### src/rtl/sprite_pkg.sv
// Shared constants and state type for the rotating sprite drawer.
package sprite_pkg;

  localparam int unsigned NUM_FRAMES      = 24;
  localparam int unsigned FRAMES_PER_QUAD = 6;
  localparam int unsigned FRAME_W         = 5;

  // Bit fields of the 6-bit direction vector
  localparam int unsigned DIR_X_SIGN = 5;
  localparam int unsigned DIR_DX_HI  = 4;
  localparam int unsigned DIR_DX_LO  = 3;
  localparam int unsigned DIR_Y_SIGN = 2;
  localparam int unsigned DIR_DY_HI  = 1;
  localparam int unsigned DIR_DY_LO  = 0;

  typedef enum logic [1:0] {
    StIdle,
    StScan,
    StFlush,
    StDone
  } state_e;

endpackage

### src/rtl/sprite_frame_sel.sv
// Combinational mapping of a direction vector onto one of 24 clockwise rotation frames.
module sprite_frame_sel
  import sprite_pkg::*;
(
  input  logic [5:0]         direction_i,
  output logic [FRAME_W-1:0] frame_o,
  output logic               valid_o
);

  localparam logic [FRAME_W-1:0] Half = FRAME_W'(2 * FRAMES_PER_QUAD);
  localparam logic [FRAME_W-1:0] Full = FRAME_W'(NUM_FRAMES);

  logic [1:0]         adx, ady;
  logic               x_left, y_up;
  logic [FRAME_W-1:0] s;

  assign adx     = direction_i[DIR_DX_HI:DIR_DX_LO];
  assign ady     = direction_i[DIR_DY_HI:DIR_DY_LO];
  assign x_left  = direction_i[DIR_X_SIGN];
  assign y_up    = direction_i[DIR_Y_SIGN];
  assign valid_o = (adx != 2'd0) || (ady != 2'd0);

  // s: 0 = pure vertical ... 6 = pure horizontal, within one quadrant
  always_comb begin
    s = '0;
    if (adx == 2'd0) begin
      s = FRAME_W'(0);
    end else if (ady == 2'd0) begin
      s = FRAME_W'(6);
    end else if (adx == ady) begin
      s = FRAME_W'(3);
    end else begin
      case ({adx, ady})
        4'b01_11:          s = FRAME_W'(1);
        4'b01_10, 4'b10_11: s = FRAME_W'(2);
        4'b11_10, 4'b10_01: s = FRAME_W'(4);
        4'b11_01:          s = FRAME_W'(5);
        default:           s = FRAME_W'(3);
      endcase
    end
  end

  always_comb begin
    frame_o = '0;
    unique case ({x_left, y_up})
      2'b01:   frame_o = s;
      2'b00:   frame_o = Half - s;
      2'b10:   frame_o = Half + s;
      default: frame_o = (s == '0) ? '0 : Full - s;
    endcase
  end

endmodule

### src/rtl/draw_rotsprite.sv
// Scans a square sprite frame from an external ROM and streams pixels to the VGA write port.
// Optional SPRITE_ERASE_EN adds an erase input that redraws visible pixels in colour 0.
module draw_rotsprite
  import sprite_pkg::*;
#(
  parameter  int unsigned SPRITE_SIZE = 32,
  parameter  int unsigned COORD_W     = 10,
  parameter  int unsigned COLOR_W     = 3,
  parameter  int unsigned TRANSPARENT = 0,
  localparam int unsigned ROM_ADDR_W  = FRAME_W + 2 * $clog2(SPRITE_SIZE)
) (
  input  logic                  clk,
  input  logic                  reset_n,
  input  logic                  plot,
  input  logic [COORD_W-1:0]    x_pos,
  input  logic [COORD_W-1:0]    y_pos,
  input  logic [5:0]            direction,
  output logic [ROM_ADDR_W-1:0] rom_address,
  input  logic [COLOR_W-1:0]    rom_data,
  output logic [COORD_W-1:0]    x,
  output logic [COORD_W-1:0]    y,
  output logic [COLOR_W-1:0]    color,
  output logic                  writeEn,
  output logic                  busy,
`ifdef SPRITE_ERASE_EN
  input  logic                  erase,
`endif
  output logic                  done
);

  localparam int unsigned SizeLog = $clog2(SPRITE_SIZE);
  localparam int unsigned PixW    = 2 * SizeLog;
  localparam logic [COLOR_W-1:0] TranspC = COLOR_W'(TRANSPARENT);

  state_e               state_q, state_d;
  logic [PixW-1:0]      cnt_q, cnt_d;
  logic                 flush_q, flush_d;
  logic [FRAME_W-1:0]   frame_q, frame_d;
  logic [COORD_W-1:0]   x0_q, x0_d, y0_q, y0_d;
  logic [COORD_W-1:0]   x_q, x_d, y_q, y_d;
  logic                 pix_valid_q, pix_valid_d;
  logic                 erase_en;
  logic [FRAME_W-1:0]   sel_frame;
  logic                 sel_valid;
  logic [SizeLog-1:0]   col, row;

  sprite_frame_sel u_frame_sel (
    .direction_i (direction),
    .frame_o     (sel_frame),
    .valid_o     (sel_valid)
  );

  assign col = cnt_q[SizeLog-1:0];
  assign row = cnt_q[PixW-1:SizeLog];

  always_comb begin
    state_d     = state_q;
    cnt_d       = cnt_q;
    flush_d     = flush_q;
    frame_d     = frame_q;
    x0_d        = x0_q;
    y0_d        = y0_q;
    x_d         = x0_q + COORD_W'(col);
    y_d         = y0_q + COORD_W'(row);
    pix_valid_d = (state_q == StScan);
    unique case (state_q)
      StIdle: begin
        if (plot) begin
          state_d = StScan;
          cnt_d   = '0;
          x0_d    = x_pos;
          y0_d    = y_pos;
          if (sel_valid) frame_d = sel_frame;
        end
      end
      StScan: begin
        cnt_d = cnt_q + 1'b1;
        if (cnt_q == '1) begin
          state_d = StFlush;
          flush_d = 1'b0;
        end
      end
      StFlush: begin
        flush_d = 1'b1;
        if (flush_q) state_d = StDone;
      end
      StDone:  state_d = StIdle;
      default: state_d = StIdle;
    endcase
  end

  always_ff @(posedge clk or negedge reset_n) begin
    if (!reset_n) begin
      state_q     <= StIdle;
      cnt_q       <= '0;
      flush_q     <= 1'b0;
      frame_q     <= '0;
      x0_q        <= '0;
      y0_q        <= '0;
      x_q         <= '0;
      y_q         <= '0;
      pix_valid_q <= 1'b0;
    end else begin
      state_q     <= state_d;
      cnt_q       <= cnt_d;
      flush_q     <= flush_d;
      frame_q     <= frame_d;
      x0_q        <= x0_d;
      y0_q        <= y0_d;
      x_q         <= x_d;
      y_q         <= y_d;
      pix_valid_q <= pix_valid_d;
    end
  end

`ifdef SPRITE_ERASE_EN
  logic erase_q;
  always_ff @(posedge clk or negedge reset_n) begin
    if (!reset_n) begin
      erase_q <= 1'b0;
    end else if (state_q == StIdle && plot) begin
      erase_q <= erase;
    end
  end
  assign erase_en = erase_q;
`else
  assign erase_en = 1'b0;
`endif

  // cnt_q < SIZE^2, so concatenation equals frame*SIZE^2 + row*SIZE + col
  assign rom_address = {frame_q, cnt_q};
  assign x           = x_q;
  assign y           = y_q;
  assign busy        = (state_q != StIdle);
  assign done        = (state_q == StDone);

  // ROM word arrives in the same cycle as its registered coordinates
  always_comb begin
    writeEn = pix_valid_q && (rom_data != TranspC);
    color   = '0;
    if (pix_valid_q && !(erase_en && writeEn)) color = rom_data;
  end

endmodule

### config.mk
export PLATFORM = sky130hd
export DESIGN_NAME = draw_rotsprite
export DESIGN_NICKNAME = d
export VERILOG_FILES = /design/src/rtl/sprite_pkg.sv /design/src/rtl/sprite_frame_sel.sv /design/src/rtl/draw_rotsprite.sv
export SDC_FILE = /design/constraint.sdc
export NUM_CORES = 1
export LEC_CHECK = 0
export CAP_MARGIN = 40
export CORE_ASPECT_RATIO = 0.8
export CORE_MARGIN = 2
export CORE_UTILIZATION = 51
export CTS_CLUSTER_DIAMETER = 120
export DETAILED_ROUTE_END_ITERATION = 12
export PLACE_DENSITY = 0.81
export SLEW_MARGIN = 20
export SYNTH_ARGS = -nofsm -noshare
export SYNTH_HDL_FRONTEND = slang
export SYNTH_HIERARCHICAL = 1
export SYNTH_SLANG_ARGS = --single-unit
### constraint.sdc
create_clock -name clk -period 2.5 [get_ports clk]
set_clock_uncertainty 0.15 [all_clocks]
set_input_delay 0.375 -clock clk [delete_from_list [all_inputs] [get_ports clk]]
set_output_delay 0.375 -clock clk [all_outputs]
set_load 0.01 [all_outputs]
# [Word level (Yosys, flattened, before mapping)]
# Cells that the tools add are included.
[word_totals] regBits=59 input_bits=32
[classes] n_addsub=6 n_eq_ne=16 mux=15 n_reduce_logical=20
[ops] cell="10-bit by 5-bit adder with 10-bit output" count=2
[ops] cell="5-bit 2-to-1 mux" count=4
[ops] cell="10-bit case mux with 2 select lines" count=1
[ops] cell="4-bit equality test (second input constant)" count=4
[ops] cell="5-bit case mux with 3 select lines" count=1
[ops] cell="3-bit case mux with 4 select lines" count=1
[ops] cell="10-bit by 1-bit adder with 10-bit output (second input constant)" count=1
[ops] cell="10-bit equality test (second input constant)" count=1
[ops] cell="10-bit 2-to-1 mux" count=1
[ops] cell="2-bit nonzero test" count=5
[ops] cell="4-bit by 3-bit equality test with 1-bit output (second input constant)" count=2
[ops] cell="2-bit logical NOT" count=4
[ops] cell="2-bit case mux with 4 select lines" count=1
[ops] cell="2-bit equality test (second input constant)" count=3
[ops] cell="2-bit 2-to-1 mux" count=3
[ops] cell="2-bit AND reduction" count=3
[ops] cell="3-bit AND reduction" count=2
[ops] cell="4-bit by 5-bit adder with 5-bit output (first input constant)" count=1
[ops] cell="5-bit logical NOT" count=1
[ops] cell="4-bit by 5-bit subtractor with 5-bit output (first input constant)" count=1
[ops] cell="5-bit subtractor (first input constant)" count=1
[ops] cell="2-bit by 1-bit equality test with 1-bit output (second input constant)" count=2
[ops] cell="2-bit != test (second input constant)" count=2
[ops] cell="2-bit OR reduction" count=2
[ops] cell="8 further kinds" count=8

# [Longest topological paths before layout]
[logic_depth] ltp_word=9 mapped_depth=10 depth_no_buf=9

# [Modules after synthesis]
# The synthesis kept the hierarchy.
[by_module_without_submodules] module="draw_rotsprite" instances=1 cells_per_inst=259 area_each_um2=2986.6
[by_module_without_submodules] module="sprite_frame_sel" instances=1 cells_per_inst=40 area_each_um2=260.2

# [Worst setup path after synthesis]
# No wires, ideal clock.
[synth_timing] path_type="input -> register" start="input direction[1]" end="register frame_q[2]" setup_ns=0.125 t_arrival_ns=1.858 slack_ns=0.367 path_stages=10 path_cell_list="buf_2 -> xor2_1 -> nand2_1 -> o221ai_1 -> ha_1 -> ha_1 -> nor2_1 -> a211oi_2 -> nor3_1 -> mux2_2"
[synth_between] elab_chain_cells=9
[synth_lines] element="start, declared" line="draw_rotsprite.sv:17" rtl="input logic [5:0] direction,"
[synth_lines] element="4-bit equality test or 4-bit by 3-bit equality test with 1-bit output (tied branches)" line="sprite_frame_sel.sv:33" rtl="case ({adx, ady})"
[synth_lines] element="2-bit OR reduction" line="sprite_frame_sel.sv:33"
[synth_lines] element="3-bit case mux with 4 select lines" line="sprite_frame_sel.sv:33"
[synth_lines] element="5-bit 2-to-1 mux" line="sprite_frame_sel.sv:30" rtl="end else if (adx == ady) begin"
[synth_lines] element="5-bit 2-to-1 mux (*)" line="sprite_frame_sel.sv:28" rtl="end else if (ady == 2'd0) begin"
[synth_lines] element="5-bit 2-to-1 mux (*)" line="sprite_frame_sel.sv:26" rtl="if (adx == 2'd0) begin"
[synth_lines] element="5-bit subtractor or 5-bit logical NOT (tied branches)" line="sprite_frame_sel.sv:49" rtl="default: frame_o = (s == '0) ? '0 : Full - s;"
[synth_lines] element="5-bit 2-to-1 mux" line="sprite_frame_sel.sv:49"
[synth_lines] element="5-bit case mux with 3 select lines (*)" line="sprite_frame_sel.sv:45" rtl="unique case ({x_left, y_up})"
[synth_lines] element="net sel_frame[2]" line="draw_rotsprite.sv:43" rtl="logic [FRAME_W-1:0] sel_frame;"
[synth_lines] element="end signal, assigned" line="draw_rotsprite.sv:107" rtl="frame_q <= frame_d;"
[synth_lines] element="end, declared" line="draw_rotsprite.sv:38" rtl="logic [FRAME_W-1:0] frame_q, frame_d;"
# Mark *: on every way through the listed nets, which the timed path passes. The rest lies on a longest branch.
# A chain may end at the register's enable or synchronous reset.

# [Final worst setup path]
[layout_timing] start="input rom_data[1]" end="output writeEn"
[layout_between] elab_chain_cells=2
[layout_lines] element="start, declared" line="draw_rotsprite.sv:19" rtl="input logic [COLOR_W-1:0] rom_data,"
[layout_lines] element="3-bit nonzero test" line="draw_rotsprite.sv:139" rtl="writeEn = pix_valid_q && (rom_data != TranspC);"
[layout_lines] element="1-bit logical AND" line="draw_rotsprite.sv:139"
[layout_lines] element="end, declared" line="draw_rotsprite.sv:23" rtl="output logic writeEn,"
# Every way passes these cells.

==> results.json <==
{
  "status": "completed",
  "startpoint_type": "input port",
  "synthCells": 299,
  "r2r_slack_ns": 0.38,
  "drtAntennaViolNets": 0,
  "clock_latency_ns": 0.32,
  "htreeDepth": 3,
  "endpoint_kind": "primary output",
  "cts_tree": "yes",
  "start_util_pct": 53.8,
  "multi_input_area_um2": 1650,
  "hpwl_mm": 5.15,
  "mostFrequentLayoutCells": "71 x clkdlybuf4s50_1, 59 x dfrtp_1, 26 x mux2_2",
  "p_sw_share_pct": 19.9,
  "worstPathArrival_ns": 1.79,
  "total_switching_power_mw": 0.400,
  "p_clk_share_pct": 44.6,
  "clk_path_buf_depth": 2,
  "yosysSeqAreaShare_pct": 45.5,
  "place_congestion": 0.838,
  "syn_area_per_cell_um2": 10.9,
  "die_w_um": 93.2,
  "via_per_inst": 5.41,
  "setup_viol": 0,
  "worst-setup-path-type": "in -> out",
  "drive_above_1_share_pct": 16.0,
  "internal-power_mw": 1.61,
  "max-vdd-ir-drop_v": 0.000584,
  "worst-endpoint-required_ns": 1.98,
  "drcViolationCount": 0,
  "tightest_slew_ns": 0.563,
  "combPwrFrac_pct": 7.6,
  "coreArea_um2": 6040,
  "num-nets-final": 435,
  "seq_area_um2": 1480,
  "synthArstFlopShare_pct": 100,
  "grt_pass1_wl_mm": 11.3,
  "crit_fanout": 2,
  "rr_startpoint": "cnt_q[0]",
  "clkSinkCount": 59,
  "synth_area_um2": 3250,
  "clkSlewWorstSetupHoldPaths_ns": 0.06,
  "cap_viol_max_count": 0,
  "port_buffers": 72,
  "min_from": "frame_q[0]",
  "finalCritPeriodShare_pct": 92.6,
  "num_rows": 25,
  "dr.first_iter.drc_count": 93,
  "slew-limit-headroom_pct": 62.5,
  "fp.dieH_um": 75.4,
  "slew_violations": 0,
  "grt_pass1_vias": 2387,
  "rr_worst_depth": 7,
  "grt_overflow": 0,
  "antenna_found_initial": 0,
  "place_inst": 452,
  "final_cells": 468,
  "avgRoutedWirePerCell_um": 14.6,
  "ys.flop_type": "dfrtp_1",
  "track_usage_pct": 20.9,
  "fillers": 444,
  "postCtsSetupBuffers": 0,
  "p_leak_nw": 1.89,
  "syn-num-nets": 351,
  "final_common_cell": "clkdlybuf4s50_1",
  "pin_count": 73,
  "dr.pass1.iters": 4,
  "hold_viol": 0,
  "synth_edf_count": 0,
  "min_path_cells": 1,
  "yosys_register_bits": 59,
  "area_growth_pct": 33.2,
  "yosys_warnings": 6,
  "min_path_type": "reg -> reg",
  "cts_root_buf": "clkbuf_8",
  "timing.hold.ws_ns": 0.352,
  "fmax_mhz": 432,
  "rsz0062_at_grt": "no",
  "startpoint": "rom_data[1]",
  "grt_max_degree": 36,
  "dieArea_um2": 7020,
  "min_period_ns": 2.31,
  "powerDensity_nw_per_um2": 464,
  "num_vias": 2531,
  "numCtsBuffers": 9,
  "seq_power_share_pct": 47.8,
  "diodes": 0,
  "drt_wl_total_mm": 6.82,
  "synth_cell_types": 60
}
==> metrics by stage <==
| step | worst slack [ns] | utilization [%] | total power, mW | setup TNS, ns | instance area [µm²] |
|---|---|---|---|---|---|
| CTS | 0.101 | 71.6 | 2.03 | 0 | 4320 |
| detailed placement | -0.0913 | 67.9 | 1.13 | -0.163 | 4100 |
| floorplan | 0.367 | - | 1.03 | 0 | 3250 |
| finish | 0.185 | 71.6 | 2.01 | 0 | 4320 |
| global placement | -0.0227 | 67.9 | 1.13 | -0.0227 | 4100 |
| global route | 0.106 | 71.6 | 2.10 | 0 | 4320 |
==> power groups by stage <==
stage | clock network [mW] | logic (mW) | registers, mW
final | 0.894 | 0.153 | 0.959
after global routing | 0.977 | 0.169 | 0.958
after CTS | 0.914 | 0.155 | 0.959
after detailed placement | 0 | 0.153 | 0.976
after global placement | 0 | 0.149 | 0.976
after floorplan | 0 | 0.0528 | 0.977
==> critical path, stage by stage <==
cell	delay [ns]
clkdlybuf4s50_1	0.39
and2_1	0.17
or3_1	0.37
clkdlybuf4s50_1	0.49
==> synthesized netlist by cell type (all sizes together) (8+ instances only) <==
master | count | area share [%]
dfrtp | 59 | 45
mux2 | 27 | 9.5
ha | 18 | 6.9
inv | 18 | 2.1
nand2 | 18 | 2.1
nor2 | 16 | 1.8
o21ai | 14 | 2.5
xnor2 | 14 | 3.8
a21oi | 10 | 1.5
nand3 | 10 | 1.7
buf | 9 | 1.6
nor3b | 9 | 2.1
nor3 | 8 | 1.2
==> repair_timing <==
action / in CTS / in global routing
resized for setup: 0 / 1
hold endpoints to repair: 24 / 0
endpoints found under the setup margin: 0 / 1
hold buffers: 1 / 0
==> sequential cells by signal, summed over array words and instances, names as in the netlist <==
name,count
x0_q,10
y0_q,10
flush_q,1
frame_q,5
state_q,2
pix_valid_q,1
x,10
y,10
cnt_q,10
==> cell families after synthesis <==
| logic type | after synthesis | share of synthesized area [%] |
|---|---|---|
| and+or+nand+nor | 86 | 14.3 |
| AOI/OAI and AO/OA | 59 | 13.4 |
| DFF | 59 | 45.5 |
| muxes | 30 | 10.4 |
| buffers and inverters | 29 | 3.93 |
| adders and majority gates | 20 | 8.17 |
| xor gates and xnor gates | 16 | 4.32 |
==> layer usage <==
metal	wire length, µm	part of all wire, %	vias to the layer above	GRT usage, %
li1	-	-	1241	-
met1	3120	46	1221	28.2
met5	0	0	-	0
met4	46	0.67	0	6.70
met2	3340	49	64	34.0
met3	306	4.5	5	5.24
==> path summary, 6_finish.rpt <==
kind,to
worst max-delay path,writeEn
worst min-delay path,frame_q[0]
worst max register to register,x[8]
worst min register to register,frame_q[0]
max in group asynchronous,y[2]
min in group asynchronous,x[8]
==> final cells by class <==
class / count / share of cell area (%)
tap: 81 / 2.34
timing repair buffer: 84 / 19.0
clock inverter: 1 / 0.694
multi-input combinational: 211 / 38.0
sequential: 59 / 34.1
inverter: 18 / 1.56
clock buffer: 14 / 4.22
Note: power is estimated with default switching activity, not from simulation.
